--- src/rtl/mem_access_queue_pkg.sv ---
// Shared types for the memory access queue: access size, entry state and the
// per-request entry record (sized for the widest supported data bus).
package mem_access_params;

  localparam int unsigned DEF_DATA_WIDTH = 32;
  localparam int unsigned BYTES          = DEF_DATA_WIDTH / 8;
  localparam int unsigned OFS_W          = $clog2(BYTES);
  localparam int unsigned MAX_DATA_W     = 64;
  localparam int unsigned MAX_BYTES      = MAX_DATA_W / 8;
  localparam int unsigned MAX_OFS_W      = $clog2(MAX_BYTES);

  typedef enum logic [1:0] {
    SIZE_BYTE   = 2'd0,
    SIZE_HALF   = 2'd1,
    SIZE_WORD   = 2'd2,
    SIZE_DOUBLE = 2'd3
  } size_e;

  typedef enum logic {
    ENT_WAIT = 1'b0,
    ENT_DONE = 1'b1
  } ent_state_e;

  typedef struct packed {
    logic                   is_load;
    size_e                  size;
    logic                   is_unsigned;
    logic                   left;
    logic                   right;
    logic [MAX_OFS_W-1:0]   offset;
    ent_state_e             state;
    logic [MAX_DATA_W-1:0]  data;
    logic [MAX_BYTES-1:0]   strobe;
  } entry_t;

endpackage

--- src/rtl/mem_access_queue_align.sv ---
// Combinational load extraction: picks the addressed lane, extends it, or
// performs the lwl/lwr-style partial merge shifts with matching byte strobes.
module load_align #(
  parameter int unsigned DATA_WIDTH = 32
) (
  input  logic [DATA_WIDTH-1:0]             raw,
  input  logic                              is_load,
  input  logic [1:0]                        size,
  input  logic                              is_unsigned,
  input  logic                              left,
  input  logic                              right,
  input  logic [$clog2(DATA_WIDTH/8)-1:0]   offset,
  output logic [DATA_WIDTH-1:0]             data,
  output logic [DATA_WIDTH/8-1:0]           strobe
);

  localparam int unsigned NUM_BYTES = DATA_WIDTH / 8;

  logic [DATA_WIDTH-1:0] lane;
  logic [DATA_WIDTH-1:0] low_mask;
  logic [6:0]            nbits;
  logic                  sign_bit;

  always_comb begin
    lane     = raw >> {offset, 3'b000};
    nbits    = 7'd8 << size;
    low_mask = ~({DATA_WIDTH{1'b1}} << nbits);
    // Top bit of the selected lane (lane MSB sits where low_mask ends).
    sign_bit = |(lane & low_mask & ~(low_mask >> 1));
    data     = '0;
    strobe   = '0;
    if (is_load) begin
      if (left) begin
        data   = raw << {~offset, 3'b000};
        strobe = {NUM_BYTES{1'b1}} << ~offset;
      end else if (right) begin
        data   = lane;
        strobe = {NUM_BYTES{1'b1}} >> offset;
      end else begin
        data   = (lane & low_mask) | ((!is_unsigned && sign_bit) ? ~low_mask : '0);
        strobe = '1;
      end
    end
  end

endmodule

--- src/rtl/mem_access_queue.sv ---
// In-order outstanding data-SRAM request tracker with response capture, load
// alignment and flush orphaning. MEM_ACCESS_QUEUE_BYPASS_EN enables same-cycle
// response forwarding to the head.
module mem_access_queue
  import mem_access_params::*;
#(
  parameter int unsigned DEPTH      = 4,
  parameter int unsigned DATA_WIDTH = 32,
  parameter int unsigned CNT_W      = $clog2(DEPTH + 1)
) (
  input  logic                             clock,
  input  logic                             reset,
  input  logic                             req_valid,
  output logic                             req_ready,
  input  logic                             req_is_load,
  input  logic [1:0]                       req_size,
  input  logic                             req_unsigned,
  input  logic                             req_left,
  input  logic                             req_right,
  input  logic [$clog2(DATA_WIDTH/8)-1:0]  req_offset,
  input  logic                             resp_valid,
  input  logic [DATA_WIDTH-1:0]            resp_data,
  input  logic                             flush,
  output logic                             head_valid,
  output logic                             head_is_load,
  output logic [DATA_WIDTH-1:0]            head_data,
  output logic [DATA_WIDTH/8-1:0]          head_strobe,
  input  logic                             head_pop,
  output logic [CNT_W-1:0]                 outstanding,
  output logic                             protocol_error
);

  localparam int unsigned NUM_BYTES = DATA_WIDTH / 8;
  localparam int unsigned OFS_WIDTH = $clog2(NUM_BYTES);
  localparam int unsigned PTR_W     = $clog2(DEPTH);

  entry_t             q [DEPTH];
  logic [PTR_W-1:0]   rd, wr, rp;
  logic [CNT_W-1:0]   cnt, wcnt, orph;

  logic push, has_wait, has_orph, orph_drop, cap, err, head_done;
  logic pop, bypass_hit, bypass_pop;
  logic [DATA_WIDTH-1:0] cap_data;
  logic [NUM_BYTES-1:0]  cap_strobe;
  entry_t                new_entry;

  assign has_wait  = wcnt != '0;
  assign has_orph  = orph != '0;
  assign head_done = cnt != wcnt;
  assign req_ready = ((CNT_W+1)'(cnt) + (CNT_W+1)'(orph)) < (CNT_W+1)'(DEPTH);
  assign outstanding = cnt + orph;
  assign push      = req_valid & req_ready;
  assign orph_drop = resp_valid & has_orph;
  assign cap       = resp_valid & ~has_orph & has_wait;
  assign err       = resp_valid & ~has_orph & ~has_wait;
  assign pop       = head_pop & head_valid & ~flush;
  assign bypass_pop = pop & bypass_hit;

  load_align #(.DATA_WIDTH(DATA_WIDTH)) u_cap_align (
    .raw         (resp_data),
    .is_load     (q[rp].is_load),
    .size        (q[rp].size),
    .is_unsigned (q[rp].is_unsigned),
    .left        (q[rp].left),
    .right       (q[rp].right),
    .offset      (OFS_WIDTH'(q[rp].offset)),
    .data        (cap_data),
    .strobe      (cap_strobe)
  );

`ifdef MEM_ACCESS_QUEUE_BYPASS_EN
  logic [DATA_WIDTH-1:0] byp_data;
  logic [NUM_BYTES-1:0]  byp_strobe;

  // Head is the oldest WAIT entry exactly when no DONE entries precede it.
  assign bypass_hit = resp_valid & ~flush & ~has_orph & has_wait & ~head_done;

  load_align #(.DATA_WIDTH(DATA_WIDTH)) u_byp_align (
    .raw         (resp_data),
    .is_load     (q[rd].is_load),
    .size        (q[rd].size),
    .is_unsigned (q[rd].is_unsigned),
    .left        (q[rd].left),
    .right       (q[rd].right),
    .offset      (OFS_WIDTH'(q[rd].offset)),
    .data        (byp_data),
    .strobe      (byp_strobe)
  );
`else
  assign bypass_hit = 1'b0;
`endif

  // Head presentation; zero whenever nothing is valid.
  always_comb begin
    head_valid   = head_done | bypass_hit;
    head_is_load = 1'b0;
    head_data    = '0;
    head_strobe  = '0;
    if (head_done) begin
      head_is_load = q[rd].is_load;
      head_data    = DATA_WIDTH'(q[rd].data);
      head_strobe  = NUM_BYTES'(q[rd].strobe);
    end
`ifdef MEM_ACCESS_QUEUE_BYPASS_EN
    else if (bypass_hit) begin
      head_is_load = q[rd].is_load;
      head_data    = byp_data;
      head_strobe  = byp_strobe;
    end
`endif
  end

  always_comb begin
    new_entry             = '0;
    new_entry.is_load     = req_is_load;
    new_entry.size        = size_e'(req_size);
    new_entry.is_unsigned = req_unsigned;
    new_entry.left        = req_left;
    new_entry.right       = req_right;
    new_entry.offset      = MAX_OFS_W'(req_offset);
    new_entry.state       = ENT_WAIT;
  end

  // Entry storage; flushed entries are simply abandoned by the pointer reset.
  always_ff @(posedge clock) begin
    if (!reset && !flush) begin
      if (push) q[wr] <= new_entry;
      if (cap && !bypass_pop) begin
        q[rp].state  <= ENT_DONE;
        q[rp].data   <= MAX_DATA_W'(cap_data);
        q[rp].strobe <= MAX_BYTES'(cap_strobe);
      end
    end
  end

  always_ff @(posedge clock) begin
    if (reset) begin
      rd             <= '0;
      wr             <= '0;
      rp             <= '0;
      cnt            <= '0;
      wcnt           <= '0;
      orph           <= '0;
      protocol_error <= 1'b0;
    end else begin
      if (err) protocol_error <= 1'b1;
      if (flush) begin
        rd   <= '0;
        wr   <= '0;
        rp   <= '0;
        cnt  <= '0;
        wcnt <= '0;
        orph <= orph - CNT_W'(orph_drop) + (wcnt - CNT_W'(cap)) + CNT_W'(push);
      end else begin
        if (push) wr <= wr + PTR_W'(1);
        if (cap)  rp <= rp + PTR_W'(1);
        if (pop)  rd <= rd + PTR_W'(1);
        if (orph_drop) orph <= orph - CNT_W'(1);
        cnt  <= cnt + CNT_W'(push) - CNT_W'(pop);
        wcnt <= wcnt + CNT_W'(push) - CNT_W'(cap);
      end
    end
  end

endmodule

--- config.mk ---
export PLATFORM = sky130hd
export DESIGN_NAME = mem_access_queue
export DESIGN_NICKNAME = d
export VERILOG_FILES = /design/src/rtl/mem_access_queue_pkg.sv /design/src/rtl/mem_access_queue_align.sv /design/src/rtl/mem_access_queue.sv
export SDC_FILE = /design/constraint.sdc
export NUM_CORES = 1
export LEC_CHECK = 0
export CORE_ASPECT_RATIO = 2
export CORE_UTILIZATION = 30
export CTS_CLUSTER_DIAMETER = 100
export DETAILED_ROUTE_END_ITERATION = 10
export SYNTH_ARGS = -nofsm -noshare
export SYNTH_HDL_FRONTEND = slang
export SYNTH_SLANG_ARGS = --single-unit
--- constraint.sdc ---
create_clock -name clock -period 5.7 [get_ports clock]
set_input_delay 1.71 -clock clock [delete_from_list [all_inputs] [get_ports clock]]
set_output_delay 1.71 -clock clock [all_outputs]
set_load 0.02 [all_outputs]
# Yosys cells after proc, flatten, opt, wreduce, memory -nomap -nowiden
# Memory sizes are Yosys's and may differ from the RTL's. A register that Yosys moved wholly into a read port is not among the register bits.
# Cells that the tools add are included.
[word_totals] reg_bits=16 latch_bits=0 mem_bits_rw=180 rom_bits=0 inputBits=46 wordCells=79 memories=1
[memory_table] name="q" depth=4 width=45 read_ports=2 rd_clocked_by_memory_dff=2 wr=2 line_no="mem_access_queue.sv:37" rtl="entry_t q [DEPTH];"
[op_classes] add_sub_neg=14 mul=0 div=0 magnitude_cmp=1 eq_ne=1 shift=6 mux=22 n_bitwise=17 reduce_logical=10
[ops] op="$mux W32" count=5
[ops] op="$and A32 B32 Y32" count=2
[ops] op="$not A32 Y32" count=2
[ops] op="$not A31 Y32" count=1
[ops] op="$or A32 B32 Y32" count=1
[ops] op="$reduce_or A32 Y1" count=1
[ops] op="$shl A32 B5 Y32" count=1
[ops] op="$shl A32 B7 Y32 const A" count=1
[ops] op="$shr A32 B5 Y32" count=1
[ops] op="$mux W4" count=4
[ops] op="$sub A3 B1 Y3" count=4
[ops] op="$add A3 B1 Y3" count=3
[ops] op="$mux W2" count=4
[ops] op="$and A1 B1 Y1" count=7
[ops] op="$mux W1" count=7
[ops] op="$shl A4 B2 Y7 const A" count=1
[ops] op="$add A2 B1 Y2 const B" count=3
[ops] op="$add A3 B3 Y3" count=2
[ops] op="$mux W3" count=2
[ops] op="$reduce_bool A3 Y1" count=2
[ops] op="$add A3 B3 Y4" count=1
[ops] op="$lt A4 B3 Y1 const B" count=1
[ops] op="$shl A4 B2 Y4 const A" count=1
[ops] op="$shr A4 B2 Y4 const A" count=1
[ops] op="other kinds (8)" count=13

# Longest topological paths before layout
# Gate-level depths: netlist (run 1).
[depth] word_depth=12 mapped_depth=16 ltp_nobuf=15

# By module
# Synthesis (run 1) repeated with hierarchy kept, for this count alone.
[unflattened] cells_unflattened=804 area_unflattened_um2=10680.2
[by_module_without_submodules] module="mem_access_queue" n_inst=1 cells_each=614 area_each_um2=9370.2
[by_module_without_submodules] module="load_align" n_inst=1 cells_each=190 area_each_um2=1310.0

# Least setup slack after synthesis (run 1)
# Ideal clock, no wire load.
[synth_path] path_type="in2reg" startpoint="input port resp_valid" endpoint="register orph[2]" arrival_time_ps=4776 required_time_ps=5585 path_slack_ps=810 path_stages=14 n_path_buf=2 cell_sequence="and3b_1 > clkbuf_1 > and2_1 > clkbuf_1 > fa_1 > fa_1 > inv_1 > fa_1 > fa_1 > xnor2_1 > xnor2_1 > a22oi_1 > xnor2_1 > nor2_1"
[synth_via] elab_chain_cells=6 word_cells_on_any_way=9
[synth_rtl] element="from (decl)" line_no="mem_access_queue.sv:21" rtl="input logic resp_valid,"
[synth_rtl] element="$and A1 B1 Y1 (2 in series)" line_no="mem_access_queue.sv:54" rtl="assign cap = resp_valid & ~has_orph & has_wait;"
[synth_rtl] element="named net cap" line_no="mem_access_queue.sv:41" rtl="logic push, has_wait, has_orph, orph_drop, cap, err, head_done;"
[synth_rtl] element="$sub A3 B1 Y3" line_no="mem_access_queue.sv:153" rtl="orph <= orph - CNT_W'(orph_drop) + (wcnt - CNT_W'(cap)) + CNT_W'(push);"
[synth_rtl] element="$add A3 B3 Y3" line_no="mem_access_queue.sv:153"
[synth_rtl] element="$add A3 B1 Y3" line_no="mem_access_queue.sv:153"
[synth_rtl] element="$mux W3" line_no="mem_access_queue.sv:147" rtl="if (flush) begin"
[synth_rtl] element="to (signal assigned)" line_no="mem_access_queue.sv:153"
[synth_rtl] element="to (signal assigned)" line_no="mem_access_queue.sv:158" rtl="if (orph_drop) orph <= orph - CNT_W'(1);"
[synth_rtl] element="to (decl)" line_no="mem_access_queue.sv:39" rtl="logic [CNT_W-1:0] cnt, wcnt, orph;"
# The timed path passes the listed nets, and every way through them passes these cells.
# A chain may end at the register's enable or synchronous reset.

# Worst setup path in the final report (run 1)
[layout_path] startpoint="input port resp_valid" endpoint="register orph[2]"
[layout_via] elab_chain_cells=6 word_cells_on_any_way=9
[layout_rtl] element="$and A1 B1 Y1 (2 in series)" line_no="mem_access_queue.sv:54"
[layout_rtl] element="$sub A3 B1 Y3" line_no="mem_access_queue.sv:153"
[layout_rtl] element="$add A3 B3 Y3" line_no="mem_access_queue.sv:153"
[layout_rtl] element="$add A3 B1 Y3" line_no="mem_access_queue.sv:153"
[layout_rtl] element="$mux W3" line_no="mem_access_queue.sv:147"
# Several ways; a longest one is shown, not always the timed one.

==> run_results.csv, run 1 <==
group,metric,value,unit
status,status,"finished clean",
global_routing,grt_usage,16.3,%
clock_network,clockRootBuffer,"clkbuf_16",
timing,maxClockFrequency,212,MHz
global_routing,antenna_found_initial,0,
timing,fin_skew,0.0124,ns
synthesis,synth_nets,872,
clock_network,clk_latency,0.45,ns
placement,port_buffers,88,
floorplan,std_cell_rows,95,
routing,drtPass1Iterations,5,
power,p_sw_share,32.4,%
timing,setup_tns,0,ns
synthesis,ys_types,53,
power,p_sw,1270,uW
timing,rsz0062_at_grt,"false",
placement,dp_hpwl,19600,microns
clock_network,cts.clk_slew.worst_paths,0.08,ns
synthesis,synth_top_area_cell,"edfxtp_1",
timing,hold_viol,0,
routing,num_vias,7003,
finish,antenna_cells,0,
setup_path,crit_path_start_kind,"primary input",
placement,place_congestion,0.818,
clock_network,post_cts_buffers,0,
finish,syn2layout_area_growth,18.5,%
job,max_cap_violations,0,
setup_path,reg2reg_depth,13,
hold_path,hold_class,"reg -> reg",
finish,final_util,36.2,%
power,p_comb_share,27.8,%
routing,ant_nets,0,
synthesis,synthFlopType,"edfxtp_1",
power,clkPwrFrac,30.3,%
finish,drive_gt1_share,14.1,%
clock_network,clockBufferDepth,2,
finish,num-fill-cells,3355,
power,leakage,0.00407,uW
floorplan,start_util,30.6,%
routing,first_iter_violations,394,
clock_network,cts_buffers,17,
routing,vias_per_cell,5.30,
finish,fin_area,0.0122,sq mm
floorplan,io_pins,89,
global_routing,first_global_vias,7186,
synthesis,ys_seq_area_share,55.1,%
synthesis,synth_area,0.0103,sq mm
routing,route.detailed.drc,0,
timing,slew_headroom,17.5,%
timing,worst_pin_slew,1.23,ns
power,power.density,320,mW/mm^2
routing,post_drt_wl_per_cell,21.1,microns
power,power.share.sequential,41.8,%
floorplan,die_h,264,microns
hold_path,min_path_cells,2,
synthesis,yosysWarnings,0,
finish,nets,944,
synthesis,synth_edf_count,176,
timing,period_needed,4.72,ns
timing,slew_violations,0,
global_routing,grt_pass1_wl,42300,microns
setup_path,crit_required,6.04,ns
clock_network,htree_levels,4,
floorplan,core_area,0.0338,sq mm
floorplan,die_w,133,microns
synthesis,syn_avg_cell_area,12.9,sq um
setup_path,critPathCaptureType,"flip-flop",
setup_path,cp.arrival,5.06,ns
floorplan,dieArea,0.0352,sq mm
global_routing,grt_remaining_overflow,0,
clock_network,cts_sinks,196,
setup_path,rrSetupSlack,1.88,ns
power,ir_drop,0.210,mV
routing,wirelength,27900,microns
setup_path,crit_type,"in -> reg",
timing,finalSetupViolCount,0,
synthesis,synthTopCellsByArea,"edfxtp_1 51%, mux4_2 9.4%, dfxtp_1 3.9%, nor2_1 3.2%, mux2i_1 3.1%",
setup_path,critPathMaxFanout,5,
clock_network,cts_tree,"built",
synthesis,yosysTopAreaCellShare,51.2,%
power,power.internal,2640,uW
clock_network,holdBufCountCts,0,
synthesis,ys_async_sr_fraction,0,%
global_routing,grt_max_degree,46,
clock_network,ctsResizeCount,0,
placement,placed_area,0.0116,sq mm
synthesis,ys_ff_latch,196,
synthesis,synthCells,801,
timing,finalCritPeriodShare,82.8,%
worst max-delay path, stage by stage:
cell             delay [ns]
clkdlybuf4s50_1        0.47
a21boi_1               0.43
fa_1                   0.52
fa_1                   0.49
inv_1                  0.05
fa_1                   0.37
fa_1                   0.38
xnor2_1                0.19
xnor2_1                0.14
a22oi_1                0.10
xnor2_1                0.17
nor2_1                 0.05
cells by family after synthesis:
kind of cell	share of synthesized area, %
xor+xnor	1.27
compound gates	12.3
fa+ha+maj	3.54
mux	13.2
flops	55.1
buf+inv	3.97
simple gates	10.6
flip-flops by register name, summed over array words and instances, names as in the netlist, named ones only:
name / count
protocol_error: 1
q: 176
wcnt: 3
wr: 2
rp: 2
rd: 2
orph: 3
cnt: 3
per-stage QoR:
step,power [uW],cells,hold slack (ns),worst slack [ns]
final,3910,1322,0.473,0.978
after global routing,4100,1322,0.534,0.747
after floorplan,2340,801,0.493,0.810
after global placement,2770,1290,0.473,0.495
after detailed placement,2780,1290,0.456,0.495
after CTS,3950,1322,0.479,0.971
worst paths after layout:
check                                     from             end
worst max-delay path                resp_valid         orph[2]
worst min-delay path            protocol_error  protocol_error
worst max register to register         orph[1]         orph[2]
worst min register to register  protocol_error  protocol_error
layout by cell type (no fill, tap or decap), types with 15 or more instances in the layout:
master,netlist,routed
a211oi_1,32,32
ha_1,18,18
clkdlybuf4s50_1,0,88
dfxtp_1,20,19
inv_1,34,34
a2111oi_1,15,15
edfxtp_1,176,176
nor2_1,89,89
nor2b_1,41,41
mux2i_1,32,32
mux4_2,43,43
clkbuf_16,0,17
buf_4,1,18
a22oi_1,15,15
a21oi_1,32,32
o21ai_0,43,43
nand2_1,35,35
cell type report:
| type | instances | area, sq um | share of cell area, % |
|---|---|---|---|
| sequential | 196 | 5690 | 46.5 |
| multi-input combinational | 517 | 4240 | 34.7 |
| timing repair buffer | 107 | 1040 | 8.47 |
| tap | 436 | 546 | 4.46 |
| clock buffer | 17 | 425 | 3.48 |
| clock inverter | 15 | 164 | 1.34 |
| inverter | 34 | 128 | 1.04 |
cells in the mapped netlist (2+ instances only):
| library cell | instances |
|---|---|
| o21ai_0 | 43 |
| a2111oi_2 | 5 |
| and2_1 | 3 |
| o221ai_1 | 8 |
| o21ai_1 | 2 |
| fa_1 | 7 |
| or2_2 | 11 |
| xor2_1 | 3 |
| clkbuf_1 | 33 |
| o2111ai_1 | 8 |
| nor2_1 | 89 |
| buf_6 | 9 |
| nor3b_1 | 2 |
| and3_1 | 5 |
| mux2i_1 | 32 |
| a21oi_1 | 32 |
| nand4_1 | 7 |
| dfxtp_1 | 20 |
| a211oi_1 | 32 |
| nor3_1 | 4 |
| o21bai_1 | 2 |
| buf_2 | 6 |
| xnor2_1 | 12 |
| a22oi_1 | 15 |
| nand2b_1 | 5 |
| ha_1 | 18 |
| mux2_2 | 2 |
| edfxtp_1 | 176 |
| inv_1 | 34 |
| a2111oi_0 | 4 |
| mux4_1 | 2 |
| buf_1 | 5 |
| or3_1 | 2 |
| nand3b_1 | 9 |
| nand2_1 | 35 |
| mux4_2 | 43 |
| o211ai_1 | 6 |
| nor2b_1 | 41 |
| a2111oi_1 | 15 |
power by group through the flow:
| stage | Clock, uW | Combinational [uW] | Sequential [uW] |
|---|---|---|---|
| 3_5_place_dp | 0 | 1110 | 1670 |
| 6_report | 1190 | 1090 | 1640 |
| 5_1_grt | 1250 | 1200 | 1640 |
| 4_1_cts | 1200 | 1110 | 1640 |
| 3_3_place_gp | 0 | 1100 | 1670 |
| 2_1_floorplan | 0 | 687 | 1660 |
per-layer routing:
metal,GRT usage [%],wire [microns]
met1,17.6,10200
met2,29.5,14900
met3,2.53,1410
met4,10.3,1430
met5,0,0
No activity file was read; power rests on OpenSTA's default activity.
==> run 2, diff against run 1 <==
==> constraint.sdc (replaced) <==
create_clock -name clock -period 3.9 [get_ports clock]
set_input_delay 1.17 -clock clock [delete_from_list [all_inputs] [get_ports clock]]
set_output_delay 1.17 -clock clock [all_outputs]
set_load 0.02 [all_outputs]
==> run 2 against run 1 <==
- register-to-register slack lost 1.6 ns
- largest power group unchanged
- highest routed layer unchanged
- die area unchanged
- combinational power increased by 50%
- critical endpoint unchanged
- cell count rose by 1.1%
==> run_results.csv, run 2 (synthesized netlist as in run 1, its figures left out) <==
group,metric,value,unit
routing,first_iter_violations,552,
power,leakage,0.00419,uW
finish,fin_area,0.0124,sq mm
hold_path,min_path_cells,2,
timing,hold_ws,0.500,ns
clock_network,clk_latency,0.45,ns
global_routing,antenna_found_initial,0,
routing,vias_per_cell,5.29,
setup_path,reg2reg_depth,14,
routing,route.detailed.drc,0,
floorplan,core_area,0.0338,sq mm
clock_network,cts_sinks,196,
placement,place_congestion,0.856,
timing,finalCritPeriodShare,97.4,%
clock_network,clockBufferDepth,2,
clock_network,holdBufCountCts,0,
setup_path,worst_path_max_delay_cell,"fa_1",
clock_network,post_cts_buffers,0,
routing,ant_nets,0,
timing,worst_pin_slew,1.29,ns
finish,final_cell_mix,"176 x edfxtp_1, 89 x nor2_1, 87 x clkdlybuf4s50_1",
global_routing,grt_usage,16.3,%
timing,rsz0062_at_grt,"false",
floorplan,die_w,133,microns
setup_path,max_stage_delay,0.49,ns
floorplan,die_h,264,microns
placement,dp_hpwl,19200,microns
timing,setup_tns,0,ns
finish,syn2layout_area_growth,20.7,%
setup_path,path_cells,"dlygate4sd2_1, and3b_1, and2_4, fa_1, fa_1, inv_1, fa_2, fa_2, xnor2_2, xnor2_1, a22oi_1, xnor2_1, nor2_1",
clock_network,cts_tree,"built",
routing,post_drt_wl_per_cell,20.9,microns
timing,slew_violations,0,
routing,top_layer,"met4",
routing,wirelength,27900,microns
timing,slew_headroom,13.4,%
clock_network,htree_levels,4,
placement,placed_area,0.0118,sq mm
timing,hold_viol,0,
floorplan,start_util,30.6,%
clock_network,cts_buffers,17,
floorplan,dieArea,0.0352,sq mm
clock_network,clockRootBuffer,"clkbuf_16",
setup_path,crit_path_start_kind,"primary input",
finish,regMostFlops,"q",
routing,num_vias,7070,
routing,drtPass1Iterations,5,
timing,fin_skew,0.0107,ns
status,status,"finished clean",
floorplan,std_cell_rows,95,
placement,port_buffers,88,
hold_path,hold_class,"reg -> reg",
setup_path,critPathMaxFanout,2,
timing,period_needed,3.80,ns
finish,antenna_cells,0,
setup_path,critPathCaptureType,"flip-flop",
finish,largest_reg_flops,176,
floorplan,io_pins,89,
global_routing,first_global_vias,7314,
power,ir_drop,0.335,mV
global_routing,grt_pass1_wl,42600,microns
setup_path,cp.arrival,4.13,ns
power,power.density,471,mW/mm^2
finish,drive_gt1_share,16.0,%
power,totalPowerFinal,5860,uW
setup_path,crit_type,"in -> reg",
global_routing,grt_max_degree,40,
finish,final_common_cell,"edfxtp_1",
routing,routed-wl-met3,1440,microns
routing,wl_met1,10200,microns
job,max_cap_violations,0,
routing,wl_met2,15100,microns
timing,finalSetupViolCount,0,
timing,maxClockFrequency,263,MHz
global_routing,grt_remaining_overflow,0,
clock_network,cts.clk_slew.worst_paths,0.07,ns
setup_path,crit_required,4.23,ns
finish,nets,959,
## run 2: cell types whose count changed in the layout (fill, tap and decap cells not counted), sizes merged
cell	change
dlygate4sd2	+1
clkbuf	+5
inv	+2
clkinv	-7
buf	+15
clkdlybuf4s50	-1
## run 2: where the power goes
| part | leakage [uW] | switching [uW] | internal [uW] |
|---|---|---|---|
| sequential | 0.00184 | 46.9 | 2340 |
| combinational | 0.00204 | 943 | 701 |
| clock | 0.000312 | 820 | 1010 |
## run 2: per-stage QoR
step	cells	utilization, %	worst slack, ns
final	1337	36.9	0.101
after global routing	1337	36.9	0.0116
after CTS	1337	36.9	0.0597
after detailed placement	1305	35.0	-0.619
after global placement	1305	35.0	-0.599
after floorplan	801	-	-0.257
## run 2: worst max-delay path, delay by kind of cell
| kind | cells | cell delay (ns) |
|---|---|---|
| AOI/OAI and AO/OA | 1 | 0.19 |
| buffers and inverters | 2 | 0.30 |
| xor gates and xnor gates | 3 | 0.42 |
| adders and majority gates | 4 | 1.66 |
| and+or+nand+nor | 3 | 0.39 |
## run 2: path summary, 6_finish.rpt
kind | start | endpoint | slack, ns
worst max-delay path | resp_valid | orph[2] | 0.10
worst min-delay path | protocol_error | protocol_error | 0.50
worst min register to register | protocol_error | protocol_error | 0.50
worst max register to register | orph[1] | orph[2] | 0.31
## run 2: routing by layer
layer | vias to the layer above | track usage, %
met4 | 0 | 8.35
met3 | 66 | 2.82
met5 | - | 0
met2 | 250 | 30.2
li1 | 3249 | -
met1 | 3505 | 17.6
## run 2: timing repair
action,in CTS,in global routing
pin swaps,5,3
gates resized for setup,4,1
setup endpoints to repair,1,2
## run 2: layout make-up
type | instances | area (sq um)
Multi-Input combinational cell | 517 | 4250
Clock inverter | 10 | 96.3
Inverter | 34 | 128
Clock buffer | 22 | 539
Sequential cell | 196 | 5690
Tap cell | 436 | 546
Timing Repair Buffer | 122 | 1200
Fill cell | 3287 | 21300
==> run 3, diff against run 2 <==
--- a/config.mk
+++ b/config.mk
@@ -5,7 +5,6 @@
 export SDC_FILE = /design/constraint.sdc
 export NUM_CORES = 1
 export LEC_CHECK = 0
-export CORE_ASPECT_RATIO = 2
 export CORE_UTILIZATION = 30
 export CTS_CLUSTER_DIAMETER = 100
 export DETAILED_ROUTE_END_ITERATION = 10
==> run 3 against run 2 <==
- first-iteration DRC count rose by 35%
- via count rose by 0.27%
- non-clock buffer count fell by 1
- routed wire length rose by 1.3%
- final area rose by 0.16%
- combinational power rose by 5%
- clock skew rose by 0.012 ns
- largest cell class unchanged
==> run_results.csv, run 3 (synthesized netlist as in run 1, its figures left out) <==
group,metric,value,unit
placement,dp_hpwl,18900,microns
global_routing,grt_usage,16.3,%
hold_path,hold_start,"rd[0]",
power,p_sw_share,32.6,%
floorplan,die_w,187,microns
placement,port_buffers,88,
power,ir_drop,0.309,mV
placement,placed_cells,1316,
clock_network,htree_levels,4,
setup_path,path_cells,"clkdlybuf4s15_1, and3b_1, and2_4, fa_1, fa_1, inv_2, fa_2, fa_2, xnor2_2, xnor2_2, a22oi_2, xnor2_1, nor2_1",
global_routing,grt_remaining_overflow,0,
power,clkPwrFrac,29.8,%
setup_path,crit_family,"adder cells",
timing,slew_violations,0,
floorplan,die_h,187,microns
setup_path,critPathCaptureType,"flip-flop",
power,power.internal,3950,uW
routing,num_vias,7089,
setup_path,crit_required,4.23,ns
clock_network,cts_buffers,17,
timing,finalCritPeriodShare,96.7,%
floorplan,std_cell_rows,67,
finish,final_common_cell,"edfxtp_1",
floorplan,start_util,30.6,%
power,p_comb_share,29.4,%
clock_network,holdBufCountCts,0,
timing,rsz0062_at_grt,"false",
timing,layout_setup_ws,0.128,ns
setup_path,timing.critical_path.buf_inv,2,
global_routing,grt_pass1_wl,43100,microns
hold_path,hold_class,"reg -> reg",
floorplan,io_pins,89,
placement,place_congestion,0.847,
clock_network,cts_sinks,196,
routing,wirelength,28200,microns
power,leakage,0.00417,uW
clock_network,clockRootBuffer,"clkbuf_16",
timing,maxClockFrequency,265,MHz
routing,route.detailed.drc,0,
clock_network,cts.clk_slew.worst_paths,0.07,ns
setup_path,crit_path_start_kind,"primary input",
routing,drtPass1Iterations,5,
timing,hold_ws,0.526,ns
power,power.density,470,mW/mm^2
routing,post_drt_wl_per_cell,20.9,microns
floorplan,dieArea,0.0351,sq mm
routing,vias_per_cell,5.26,
timing,fin_skew,0.0222,ns
finish,num-fill-cells,3256,
clock_network,clk_latency,0.45,ns
finish,multi_input_comb_area,0.00427,sq mm
setup_path,r2r-start,"wcnt[1]",
finish,antenna_cells,0,
routing,ant_nets,0,
finish,fin_area,0.0125,sq mm
setup_path,worst_path_max_delay_cell,"fa_1",
global_routing,antenna_found_initial,0,
global_routing,grt_max_degree,40,
setup_path,max_stage_delay,0.52,ns
finish,fin_cells,1348,
setup_path,crit_type,"in -> reg",
finish,final_cell_mix,"176 x edfxtp_1, 89 x nor2_1, 87 x clkdlybuf4s50_1",
clock_network,clockBufferDepth,2,
finish,syn2layout_area_growth,20.9,%
status,status,"finished clean",
placement,place_ws,-0.646,ns
power,power.share.sequential,40.8,%
finish,drive_gt1_share,16.2,%
setup_path,critPathMaxFanout,2,
setup_path,rrSetupSlack,0.28,ns
timing,finalSetupViolCount,0,
timing,period_needed,3.77,ns
placement,placed_area,0.0119,sq mm
finish,seqCellArea,0.00569,sq mm
finish,regMostFlops,"q",
setup_path,crit_start,"resp_valid",
timing,slew_headroom,14.0,%
clock_network,cts_tree,"built",
floorplan,core_area,0.0337,sq mm
job,max_cap_violations,0,
finish,nets,958,
global_routing,first_global_vias,7165,
routing,first_iter_violations,745,
timing,hold_viol,0,
finish,largest_reg_flops,176,
setup_path,cp.arrival,4.10,ns
timing,worst_pin_slew,1.28,ns
power,p_sw,1910,uW
-- run 3: final timing paths --
kind,to,cells after the start
setup reg to reg,orph[2],12
hold reg to reg,flip-flop,2
hold / removal,flip-flop,2
setup / recovery,orph[2],13
-- run 3: power by group through the flow --
| stage | Combinational [uW] | Sequential [uW] | Clock [uW] |
|---|---|---|---|
| floorplan | 1010 | 2420 | 0 |
| global placement | 1650 | 2430 | 0 |
| detailed placement | 1670 | 2430 | 0 |
| CTS | 1720 | 2390 | 1780 |
| global route | 1870 | 2400 | 1840 |
| finish | 1720 | 2390 | 1740 |
-- run 3: per-layer routing --
layer / global-route usage (%) / up-vias / share of wire (%)
met4: 4.60 / 0 / 1.8
met3: 2.44 / 38 / 5.8
met5: 0 / - / 0
li1: - / 3254 / -
met1: 21.5 / 3522 / 42
met2: 27.6 / 275 / 50
-- run 3: cell type report --
type                            instances  area share (%)
Timing Repair Buffer                  121            9.95
Clock buffer                           17            3.41
Multi-Input combinational cell        517            34.2
Clock inverter                         15            1.27
Tap cell                              448            4.50
Sequential cell                       196            45.6
Inverter                               34            1.02
-- run 3: stage by stage --
step	total power, uW	utilization, %	setup TNS (ns)
global route	6110	37.0	0
finish	5860	37.0	0
floorplan	3430	-	-0.257
global placement	4090	35.2	-0.756
detailed placement	4110	35.2	-0.912
CTS	5880	37.0	0
-- run 3: repair_timing --
| item | in CTS | in global routing |
|---|---|---|
| resized for setup | 6 | 3 |
| buffers inserted | 0 | 0 |
| endpoints found under the setup margin | 1 | 1 |
| pin swaps | 9 | 3 |
-- run 3: worst min-delay path, delay by kind of cell, from the launching register on --
kind	cells	cell delay [ns]
DFF	1	0.33
AOI/OAI and AO/OA	1	0.07
and+or+nand+nor	1	0.08
